File: config.mk
export PLATFORM = sky130hd
export DESIGN_NAME = oled_spi_core
export DESIGN_NICKNAME = d
export VERILOG_FILES = /design/src/rtl/oled_spi_pkg.sv /design/src/rtl/oled_tx_fifo.sv /design/src/rtl/oled_spi_core.sv
export SDC_FILE = /design/constraint.sdc
export NUM_CORES = 1
export LEC_CHECK = 0
export ABC_CLOCK_PERIOD_IN_PS = 3800
export BUFFER_PORTS_ARGS = -buffer_cell sky130_fd_sc_hd__buf_2
export CAP_MARGIN = 25
export CORE_MARGIN = 4
export CORE_UTILIZATION = 55
export CTS_CLUSTER_DIAMETER = 50
export DETAILED_ROUTE_END_ITERATION = 6
export HOLD_SLACK_MARGIN = 0.08
export PLACE_DENSITY = 0.8
export SYNTH_ARGS = -nofsm -noshare
export SYNTH_HDL_FRONTEND = slang
export SYNTH_SLANG_ARGS = --single-unit
File: constraint.sdc
create_clock -name clk -period 3.8 [get_ports clk]
set_input_delay 1.14 -clock clk [delete_from_list [all_inputs] [get_ports clk]]
set_output_delay 1.14 -clock clk [all_outputs]
set_load 0.01 [all_outputs]
File: src/rtl/oled_spi_pkg.sv
// Shared types and constants for the OLED SPI transmitter slot.
// The slot exposes data push, divisor, overflow clear and a read-only status word.
package oled_spi_pkg;

  typedef logic [2:0] state_t;

  localparam state_t IDLE     = 3'd0;
  localparam state_t SETUP    = 3'd1;
  localparam state_t SHIFT_LO = 3'd2;
  localparam state_t SHIFT_HI = 3'd3;
  localparam state_t HOLD     = 3'd4;

  localparam logic [1:0] REG_DATA = 2'd0;
  localparam logic [1:0] REG_DVSR = 2'd1;
  localparam logic [1:0] REG_CLR  = 2'd2;

  localparam int unsigned STAT_BUSY      = 0;
  localparam int unsigned STAT_FULL      = 1;
  localparam int unsigned STAT_EMPTY     = 2;
  localparam int unsigned STAT_OVF       = 3;
  localparam int unsigned STAT_COUNT_LSB = 4;

  function automatic logic [31:0] pack_status(input logic       busy,
                                              input logic       full,
                                              input logic       empty,
                                              input logic       ovf,
                                              input logic [3:0] count);
    logic [31:0] s;
    s                                   = '0;
    s[STAT_BUSY]                        = busy;
    s[STAT_FULL]                        = full;
    s[STAT_EMPTY]                       = empty;
    s[STAT_OVF]                         = ovf;
    s[STAT_COUNT_LSB+3:STAT_COUNT_LSB]  = count;
    return s;
  endfunction

endpackage

File: src/rtl/oled_tx_fifo.sv
// Synchronous first-word-fall-through byte FIFO.
// Push while full and pop while empty are ignored; simultaneous push/pop keeps count.
module oled_tx_fifo #(
  parameter int unsigned DEPTH_LOG2 = 3
) (
  input  logic                  clk,
  input  logic                  reset,
  input  logic                  push,
  input  logic                  pop,
  input  logic [7:0]            wr_data,
  output logic [7:0]            rd_data,
  output logic                  full,
  output logic                  empty,
  output logic [DEPTH_LOG2:0]   count
);

  localparam int unsigned DEPTH = 1 << DEPTH_LOG2;

  logic [7:0]            mem [DEPTH];
  logic [DEPTH_LOG2-1:0] wr_ptr;
  logic [DEPTH_LOG2-1:0] rd_ptr;
  logic [DEPTH_LOG2:0]   cnt;
  logic                  do_push;
  logic                  do_pop;

  assign full    = (cnt == (DEPTH_LOG2+1)'(DEPTH));
  assign empty   = (cnt == '0);
  assign count   = cnt;
  assign do_push = push & ~full;
  assign do_pop  = pop & ~empty;
  assign rd_data = mem[rd_ptr];

  always_ff @(posedge clk) begin
    if (do_push) begin
      mem[wr_ptr] <= wr_data;
    end
  end

  always_ff @(posedge clk or posedge reset) begin
    if (reset) begin
      wr_ptr <= '0;
      rd_ptr <= '0;
      cnt    <= '0;
    end else begin
      if (do_push) begin
        wr_ptr <= wr_ptr + 1'b1;
      end
      if (do_pop) begin
        rd_ptr <= rd_ptr + 1'b1;
      end
      case ({do_push, do_pop})
        2'b10:   cnt <= cnt + 1'b1;
        2'b01:   cnt <= cnt - 1'b1;
        default: cnt <= cnt;
      endcase
    end
  end

endmodule

File: src/rtl/oled_spi_core.sv
// Slot-mapped, write-only SPI mode 3 transmitter for the OLED command/data stream.
// Bytes queue in a TX FIFO and are shifted MSB-first with chip-select held across a burst.
module oled_spi_core
  import oled_spi_pkg::*;
#(
  parameter int unsigned FIFO_DEPTH_LOG2 = 3,
  parameter logic [15:0] DVSR_DEFAULT    = 16'd4
) (
  input  logic        clk,
  input  logic        reset,
  input  logic        cs,
  input  logic        read,
  input  logic        write,
  input  logic [4:0]  addr,
  input  logic [31:0] wr_data,
  output logic [31:0] rd_data,
  output logic        oled_sclk,
  output logic        oled_sdin,
  output logic        oled_cs_n
);

  logic                     wr_en;
  logic                     push;
  logic                     pop;
  logic [7:0]               fifo_dout;
  logic                     fifo_full;
  logic                     fifo_empty;
  logic [FIFO_DEPTH_LOG2:0] fifo_count;

  logic [15:0] dvsr;
  logic [15:0] wdvsr;
  logic [15:0] cnt;
  logic        tc;
  logic        ovf;
  state_t      state;
  logic [7:0]  shreg;
  logic [2:0]  bitc;
  logic        busy;
  logic        unused;

  assign unused = ^{read, addr[4:2], wr_data[31:16]};

  assign wr_en = cs & write;
  assign push  = wr_en && (addr[1:0] == REG_DATA);
  assign tc    = (cnt == wdvsr);
  assign busy  = (state != IDLE) || !fifo_empty;

  // Pop on leaving IDLE, or when chaining the next byte at the end of bit 7.
  assign pop = !fifo_empty &&
               ((state == IDLE) || ((state == SHIFT_HI) && tc && (bitc == 3'd7)));

  oled_tx_fifo #(
    .DEPTH_LOG2(FIFO_DEPTH_LOG2)
  ) u_fifo (
    .clk    (clk),
    .reset  (reset),
    .push   (push),
    .pop    (pop),
    .wr_data(wr_data[7:0]),
    .rd_data(fifo_dout),
    .full   (fifo_full),
    .empty  (fifo_empty),
    .count  (fifo_count)
  );

  always_ff @(posedge clk or posedge reset) begin
    if (reset) begin
      dvsr <= DVSR_DEFAULT;
      ovf  <= 1'b0;
    end else begin
      if (wr_en && (addr[1:0] == REG_DVSR)) begin
        dvsr <= wr_data[15:0];
      end
      if (wr_en && (addr[1:0] == REG_CLR)) begin
        ovf <= 1'b0;
      end else if (push && fifo_full) begin
        ovf <= 1'b1;
      end
    end
  end

  always_ff @(posedge clk or posedge reset) begin
    if (reset) begin
      cnt <= '0;
    end else if ((state == IDLE) || tc) begin
      cnt <= '0;
    end else begin
      cnt <= cnt + 16'd1;
    end
  end

  always_ff @(posedge clk or posedge reset) begin
    if (reset) begin
      state     <= IDLE;
      oled_cs_n <= 1'b1;
      oled_sclk <= 1'b1;
      oled_sdin <= 1'b0;
      shreg     <= '0;
      bitc      <= '0;
      wdvsr     <= DVSR_DEFAULT;
    end else begin
      case (state)
        IDLE: begin
          if (!fifo_empty) begin
            shreg     <= fifo_dout;
            oled_cs_n <= 1'b0;
            wdvsr     <= dvsr;
            state     <= SETUP;
          end
        end
        SETUP: begin
          if (tc) begin
            oled_sclk <= 1'b0;
            oled_sdin <= shreg[7];
            bitc      <= '0;
            state     <= SHIFT_LO;
          end
        end
        SHIFT_LO: begin
          if (tc) begin
            oled_sclk <= 1'b1;
            state     <= SHIFT_HI;
          end
        end
        SHIFT_HI: begin
          if (tc) begin
            if (bitc != 3'd7) begin
              shreg     <= {shreg[6:0], 1'b0};
              oled_sdin <= shreg[6];
              bitc      <= bitc + 3'd1;
              oled_sclk <= 1'b0;
              state     <= SHIFT_LO;
            end else if (!fifo_empty) begin
              shreg     <= fifo_dout;
              oled_sdin <= fifo_dout[7];
              bitc      <= '0;
              oled_sclk <= 1'b0;
              state     <= SHIFT_LO;
            end else begin
              state <= HOLD;
            end
          end
        end
        HOLD: begin
          if (tc) begin
            oled_cs_n <= 1'b1;
            oled_sdin <= 1'b0;
            state     <= IDLE;
          end
        end
        default: state <= IDLE;
      endcase
    end
  end

  always_comb begin
    rd_data = '0;
    case (addr[1:0])
      REG_DATA: rd_data = pack_status(busy, fifo_full, fifo_empty, ovf, 4'(fifo_count));
      REG_DVSR: rd_data = {16'b0, dvsr};
      default:  rd_data = '0;
    endcase
  end

endmodule

Word-level counts from Yosys, hierarchy flattened:

Memory sizes are Yosys's and may differ from the RTL's.
Index checks and enable logic that the tools add are counted.

* $add $sub $neg: 6
* multiply operators: 0
* div/mod/pow operators: 0
* $lt $le $gt $ge: 0
* equality and inequality tests: 18
* shift operators: 0
* mux-type cells: 35
* bitwise gates (word level): 5
* reductions and logical operators: 29

Operators with widths (count)
* $pmux W16 S2: 1
* $mux W3: 10
* $mux W8: 3
* $add A16 B1 Y16 const B: 1
* $eq A16 B16 Y1: 1
* $mux W16: 1
* $pmux W8 S2: 1
* $pmux W3 S5: 1
* $reduce_and A5 Y1: 3
* $mux W1: 13
* $ne A2 B2 Y1 const B: 5
* $reduce_bool A2 Y1: 5
* $add A3 B1 Y3 const B: 3
* $reduce_bool A3 Y1: 3
* $pmux W4 S2: 1
* $logic_and A1 B1 Y1: 7
* $eq A3 B2 Y1 const B: 2
* $eq A3 B3 Y1 const B: 2
* $pmux W1 S3: 2
* $pmux W3 S2: 1
* $add A4 B1 Y4 const B: 1
* $eq A2 B1 Y1 const B: 2
* $eq A2 B2 Y1 const B: 2
* $eq A4 B4 Y1 const B: 1
* 15 further kinds: 21

* flip-flop bits (word level): 76
* bits in latches: 0
* bits in writable memories: 64
* bits in read-only memories: 0
* input bits: 42
* word-level logic and storage cells: 107
* memories: 1

Memories
* u_fifo.mem: words 8, width 8, read ports 1, clocked after Yosys merged registers in 0, write ports 1, line oled_tx_fifo.sv:19 `logic [7:0] mem [DEPTH];`

Depth between registers and ports, before layout:

Gate-level depths: netlist (run 1).

* word-level depth: 8
* mapped depth: 12

Cells and area by module:

Synthesis (run 1) repeated with hierarchy kept, for this count alone.

* cells, all modules: 497
* area total of the unflattened synthesis: 6693.9 um^2

By module, submodules not included
* oled_spi_core: times used 1, cells each 336, area each 3558.4 um^2, seq. area each 1656.6 um^2
* oled_tx_fifo: times used 1, cells each 161, area each 3135.5 um^2, seq. area each 2172.1 um^2

Worst setup path after synthesis (run 1):

OpenSTA, ideal clock, no wires.

* kind: input to register
* start point: in cs
* end point: reg u_fifo.cnt[3] (netlist: u_fifo.count[3])
* setup time: 0.125 ns
* data arrival time: 3.013 ns
* setup slack: 0.662 ns
* stages: 11
* cells stage by stage: nand2_1 or2_2 nor3_1 inv_1 ha_1 ha_1 a21o_1 a21oi_1 xnor2_1 nor2_1 xor2_1

* longest elaborated chain between the ends: 5

Ends and longest elaborated chain
* start, declared: line oled_spi_core.sv:11 `input logic cs,`
* $and A1 B1 Y1 *: line oled_spi_core.sv:43 `assign wr_en = cs & write;`
* $logic_and A1 B1 Y1 *: line oled_spi_core.sv:44 `assign push = wr_en && (addr[1:0] == REG_DATA);`
* $and A1 B1 Y1 *: line oled_tx_fifo.sv:29 `assign do_push = push & ~full;`
* $eq A2 B1 Y1 or $eq A2 B2 Y1 (tied branches): line oled_tx_fifo.sv:51 `case ({do_push, do_pop})`
* $pmux W4 S2 or $reduce_bool A2 Y1 (tied branches)
* end signal, assigned: line oled_tx_fifo.sv:52 `2'b10: cnt <= cnt + 1'b1;`
* end signal, assigned: line oled_tx_fifo.sv:53 `2'b01: cnt <= cnt - 1'b1;`
* end signal, assigned: line oled_tx_fifo.sv:54 `default: cnt <= cnt;`
* end, declared: line oled_tx_fifo.sv:22 `logic [DEPTH_LOG2:0] cnt;`

Every way passes the cells marked *; elsewhere a longest branch is shown, timed or not.
A chain may end at the register's enable or synchronous reset.

Worst setup path after layout (run 1):

* start point: in addr[0]
* end point: out rd_data[12]

* longest elaborated chain between the ends: 2

Ends and longest elaborated chain
* start, declared: line oled_spi_core.sv:14 `input logic [4:0] addr,`
* $eq A2 B1 Y1 or $logic_not A2 Y1 (tied branches): line oled_spi_core.sv:158 `case (addr[1:0])`
* $pmux W16 S2 *: line oled_spi_core.sv:158
* end, declared: line oled_spi_core.sv:16 `output logic [31:0] rd_data,`

Marks and branches as above.

==> results of run 1 <==
## worst paths after layout
kind | depth (start not counted) | slack (ps) | start | end
min in group asynchronous | 3 | 700 | reset | cnt[5]
min reg2reg | 1 | 490 | oled_sclk | oled_sclk
max | 4 | 440 | addr[0] | rd_data[12]
max in group asynchronous | 4 | 2510 | reset | wdvsr[2]
min | 1 | 490 | oled_sclk | oled_sclk
max reg2reg | 12 | 790 | state[1] | u_fifo.count[3]
## cells by family (layout without fill, tap and decap cells)
group	after synthesis	after routing
AO/OA/AOI/OAI	49	49
XOR/XNOR	35	35
adder cells (fa/ha/maj)	9	9
buffers and inverters	45	98
flip-flops	140	140
multiplexers	66	66
other	1	16
AND/OR/NAND/NOR	134	134
## cell type report
cell class | instances | area (sq um)
clock buffers | 20 | 447
clock inverters | 12 | 113
fillers | 817 | 4080
inverters | 10 | 37.5
multi-input cells | 309 | 2390
flip-flops and latches | 140 | 3830
well taps | 143 | 179
repair buffers | 56 | 340
## synthesized netlist by cell type (3+ instances only)
cell type  instances
a21o_1             3
a21oi_1           15
a22o_1             8
and2_1             8
and3_1             7
buf_2              6
buf_4             18
clkbuf_1           9
dfrtp_1           72
dfstp_2            4
edfxtp_1          64
ha_1               8
inv_1              9
mux2_2            35
mux2i_1           15
mux4_2            16
nand2_1           28
nand2b_1           8
nand3_1           11
nand4_1            5
nor2_1            42
nor3_1             9
o21ai_0           11
xnor2_1           28
xor2_1             7
## sequential cells by signal, summed over array words and instances (netlist names)
name           cells
ovf                1
dvsr              16
bitc               3
shreg              8
oled_sdin          1
oled_sclk          1
wdvsr             16
u_fifo.rd_ptr      3
u_fifo.wr_ptr      3
oled_cs_n          1
u_fifo.mem        64
state              3
u_fifo.count       4
cnt               16
## metrics by stage
stage          instances  hold slack, ps  instance area [sq um]  total power [mW]
2_1_floorplan        494             466                   6470              3.18
3_3_place_gp         657             478                   6750              3.42
3_5_place_dp         657             491                   6750              3.50
4_1_cts              689             499                   7310              5.11
5_1_grt              690             516                   7340              5.36
6_report             690             493                   7340              5.08
## metal layers
layer  wire [um]  up-vias  global-route usage
li1            -     1818                   -
met1        5680     2003               0.300
met2        6710      140               0.345
met3         719       17              0.0590
met4         213        0              0.0712
met5           0        -                   0
## worst reg2reg max path, stage by stage, from the launching register on
cell and delay, ps:
dfrtp_1 470, inv_2 80, nor2_1 350, and3_1 360, nand2_2 120, a21oi_1 300
ha_1 260, ha_1 250, a21o_1 180, a21oi_1 170, xnor2_1 140, nor2_1 70
xor2_1 140
## report_power, final
group | total [mW] | internal [mW] | switching [mW]
registers | 2.27 | 1.89 | 0.384
logic | 1.25 | 0.664 | 0.583
clock network | 1.56 | 0.923 | 0.641
==> flow_metrics.py, run 1 <==
metrics = {
    "status": {
        "status": "completed",
    },
    "timing": {
        "rsz0062_at_grt": "false",
        "tightest_slew_ps": 909,
        "max_freq_mhz": 298,
        "setup_viol": 0,
        "maxSlewViolCount": 0,
        "slew_headroom": 0.394,
        "finClkSkew_ps": 7.59,
        "fin_tns_setup_ps": 0,
        "timing.final.ws_setup_ps": 439,
        "hold_violations": 0,
        "min_period_ps": 3360,
        "period_share": 0.884,
    },
    "drt": {
        "drt_first_pass_iters": 5,
        "vias_per_cell": 5.77,
        "avgRoutedWirePerCell_um": 19.3,
        "drc": 0,
        "vias": 3978,
        "drt-initial-drc-count": 306,
        "wirelength_um": 13300,
        "ant_nets": 0,
    },
    "layout": {
        "final_common_cell": "dfrtp_1",
        "layout.nets": 585,
        "layout_common_cells": "dfrtp_1, edfxtp_1, nor2_1",
        "final_util": 0.643,
        "syn_to_final_growth_pct": 14.3,
        "drive_above_1_share": 0.272,
        "diodes": 0,
    },
    "cts": {
        "cts.path.max_buffers": 2,
        "cts_resized": 0,
        "root_buffer": "clkbuf_16",
        "clock_latency_ps": 420,
        "cts_sinks": 140,
        "cts_hold_buf": 0,
        "cts_buffers": 17,
        "cts_tree": "done",
        "post_cts_buffers": 0,
        "h-tree-depth": 4,
        "clkTransAtPathRegs_ps": 60,
    },
    "critical_path": {
        "cp.arrival_ps": 2220,
        "cp_common_cell": "buf_2",
        "crit_family": "simple AND/OR/NAND/NOR gates",
        "critPathLaunchType": "input pin",
        "critPathMaxStageDelay_ps": 490,
        "crit_path_end_kind": "output pin",
        "cp.required_ps": 2660,
        "cp_num_buf_inv": 2,
        "crit_fanout": 13,
        "crit_type": "in2out",
        "crit_slowest_cell": "nor2b_1",
        "crit_path_cell_trace": "buf_2 -> nor2b_1 -> and2_1 -> buf_2",
    },
    "place": {
        "dpl.hpwl_um": 8450,
        "place_congestion": 0.834,
        "io_buffer_count": 40,
        "dp_slack_ps": 397,
    },
    "floorplan": {
        "start_util": 0.562,
        "io-pin-count": 77,
        "core_sq_mm": 0.0114,
        "die-height_um": 116,
        "fp-row-count": 39,
        "fp.dieW_um": 116,
        "dieArea_sq_mm": 0.0135,
    },
    "synthesis": {
        "yosysWarnings": 0,
        "ys_seq_elements": 140,
        "ys_types": 55,
        "yosysTopAreaCell": "edfxtp_1",
        "synth_top_family_by_area": "multiplexers",
        "synthSimpleGateAreaFrac": 0.105,
        "synthAdderAreaFrac": 0.0187,
        "synth_top_area_frac": 0.299,
        "yosys-top-cells-area": "edfxtp_1, dfrtp_1, mux2_2",
        "synth_area_per_cell_sq_um": 13.4,
        "synth-xor-area-share": 0.0478,
        "synthMuxAreaShare": 0.141,
        "synth_compound_area_frac": 0.0517,
        "async_flop_share": 0.543,
        "seq_area_frac_synth": 0.596,
        "netlist_area_sq_mm": 0.00642,
        "syn_inst": 479,
        "synth-edff-count": 64,
        "synth-main-ff-cell": "dfrtp_1",
    },
    "power": {
        "peakVddDrop_v": 0.000379,
        "p_leak_nw": 3.07,
        "power.density_mw_per_mm2": 692,
    },
    "global_route": {
        "grt_pass1_vias": 4078,
        "grt_use_total": 0.219,
        "grt_max_degree": 77,
        "grt_pass1_wl_um": 22000,
        "grt.overflow.total": 0,
        "antenna_found_initial": 0,
    },
    "min_path": {
        "hold_class": "reg2reg",
    },
    "run": {
        "drv_cap": 0,
    },
}
Note: power is estimated with default switching activity, not from simulation.
==> run 2: changes to the inputs <==
--- a/config.mk
+++ b/config.mk
@@ -14,6 +14,7 @@
 export DETAILED_ROUTE_END_ITERATION = 6
 export HOLD_SLACK_MARGIN = 0.08
 export PLACE_DENSITY = 0.8
+export RECOVER_POWER = 25
 export SYNTH_ARGS = -nofsm -noshare
 export SYNTH_HDL_FRONTEND = slang
 export SYNTH_SLANG_ARGS = --single-unit
==> run 2 against run 1 <==
Via count decreased by 0.65%. Total power decreased by 0.18%. Final area decreased by 0.19%. Clock power about the same. Worst setup slack improved by 13 ps. First-iteration DRC count increased by 3.9%. Final cell count unchanged. Sequential share of layout area increased by 0.098 points.
==> flow_metrics.py, run 2 (same netlist as run 1, synthesis figures left out) <==
metrics = {
    "layout": {
        "layout.nets": 585,
        "seqCellArea_sq_mm": 0.00383,
        "top_register": "u_fifo.mem",
        "multi_input_area_sq_mm": 0.00239,
        "fill_cells": 823,
        "fin_cells": 690,
        "diodes": 0,
        "drive_above_1_share": 0.254,
        "largest_reg_flops": 64,
        "syn_to_final_growth_pct": 14.1,
        "layout_common_cells": "dfrtp_1, edfxtp_1, nor2_1",
        "final_common_cell": "dfrtp_1",
    },
    "critical_path": {
        "crit_type": "in2out",
        "crit_path_end_kind": "output pin",
        "critPathLaunchType": "input pin",
        "crit_fanout": 13,
        "cp.arrival_ps": 2210,
        "cp.required_ps": 2660,
    },
    "drt": {
        "ant_nets": 0,
        "drt_first_pass_iters": 4,
        "drc": 0,
        "wirelength_um": 13300,
        "vias": 3952,
        "avgRoutedWirePerCell_um": 19.2,
        "vias_per_cell": 5.73,
        "drt-initial-drc-count": 318,
    },
    "cts": {
        "clock_latency_ps": 420,
        "post_cts_buffers": 0,
        "cts_resized": 0,
        "cts_hold_buf": 0,
        "clkTransAtPathRegs_ps": 60,
        "cts_tree": "done",
        "cts.path.max_buffers": 2,
        "cts_buffers": 17,
        "h-tree-depth": 4,
        "cts_sinks": 140,
        "root_buffer": "clkbuf_16",
    },
    "power": {
        "p_leak_nw": 3.05,
        "power.density_mw_per_mm2": 692,
        "peakVddDrop_v": 0.000378,
    },
    "floorplan": {
        "core_sq_mm": 0.0114,
        "fp-row-count": 39,
        "die-height_um": 116,
        "start_util": 0.562,
        "dieArea_sq_mm": 0.0135,
        "fp.dieW_um": 116,
        "io-pin-count": 77,
    },
    "timing": {
        "hold_violations": 0,
        "rsz0062_at_grt": "false",
        "maxSlewViolCount": 0,
        "finClkSkew_ps": 7.09,
        "setup_viol": 0,
        "max_freq_mhz": 299,
        "fin_tns_setup_ps": 0,
        "period_share": 0.881,
        "min_period_ps": 3350,
        "slew_headroom": 0.402,
        "tightest_slew_ps": 897,
    },
    "global_route": {
        "grt_pass1_wl_um": 22000,
        "grt_max_degree": 77,
        "grt_pass1_vias": 4078,
        "grt_use_total": 0.219,
        "antenna_found_initial": 0,
        "grt.overflow.total": 0,
    },
    "place": {
        "place_congestion": 0.834,
        "dpl.cell_count": 657,
        "io_buffer_count": 40,
        "dpl.hpwl_um": 8450,
    },
    "run": {
        "drv_cap": 0,
    },
    "min_path": {
        "hold_class": "reg2reg",
    },
    "status": {
        "status": "completed",
    },
}
## run 2: cell types whose count changed in the layout (fill, tap and decap cells not counted)
cell	previous run	this run
clkbuf_1	2	11
buf_2	40	32
buf_4	15	14
inv_2	2	1
inv_1	8	9
## run 2: worst paths after layout
kind,slack (ps),depth (start not counted),end,startpoint
min reg2reg,490,1,oled_sclk,oled_sclk
min in group asynchronous,900,3,cnt[5],reset
max,450,4,rd_data[12],addr[0]
max reg2reg,850,12,u_fifo.count[3],state[1]
min,490,1,oled_sclk,oled_sclk
max in group asynchronous,2120,4,wdvsr[2],reset
## run 2: report_power, final
group	switching, mW	internal, mW	total, mW
logic	0.582	0.662	1.24
clock network	0.637	0.923	1.56
registers	0.382	1.89	2.27
total	1.60	3.47	5.07
## run 2: metal layers
layer / GRT usage / vias up / part of all wire
met5: 0 / - / 0
met2: 0.345 / 115 / 0.51
met3: 0.0590 / 12 / 0.053
li1: - / 1817 / -
met1: 0.300 / 2008 / 0.43
met4: 0.0712 / 0 / 0.014
## run 2: area by class of cell
type / instances / share of cell area
Timing Repair Buffer: 56 / 0.0446
Tap cell: 143 / 0.0244
Clock inverter: 12 / 0.0154
Clock buffer: 20 / 0.0610
Sequential cell: 140 / 0.523
Inverter: 10 / 0.00512
Multi-Input combinational cell: 309 / 0.327
## run 2: through the flow
step	total power [mW]	utilization	setup slack, ps	area, sq um	hold slack (ps)
3_5_place_dp	3.50	0.591	397	6750	491
3_3_place_gp	3.42	0.591	463	6750	478
4_1_cts	5.11	0.640	444	7310	499
6_report	5.07	0.642	453	7330	493
2_1_floorplan	3.18	-	662	6470	466
5_1_grt	5.36	0.642	333	7330	516
## run 2: critical path, cell delays in order
cell and delay, ps:
buf_2 250, nor2b_1 480, and2_1 190, buf_2 130
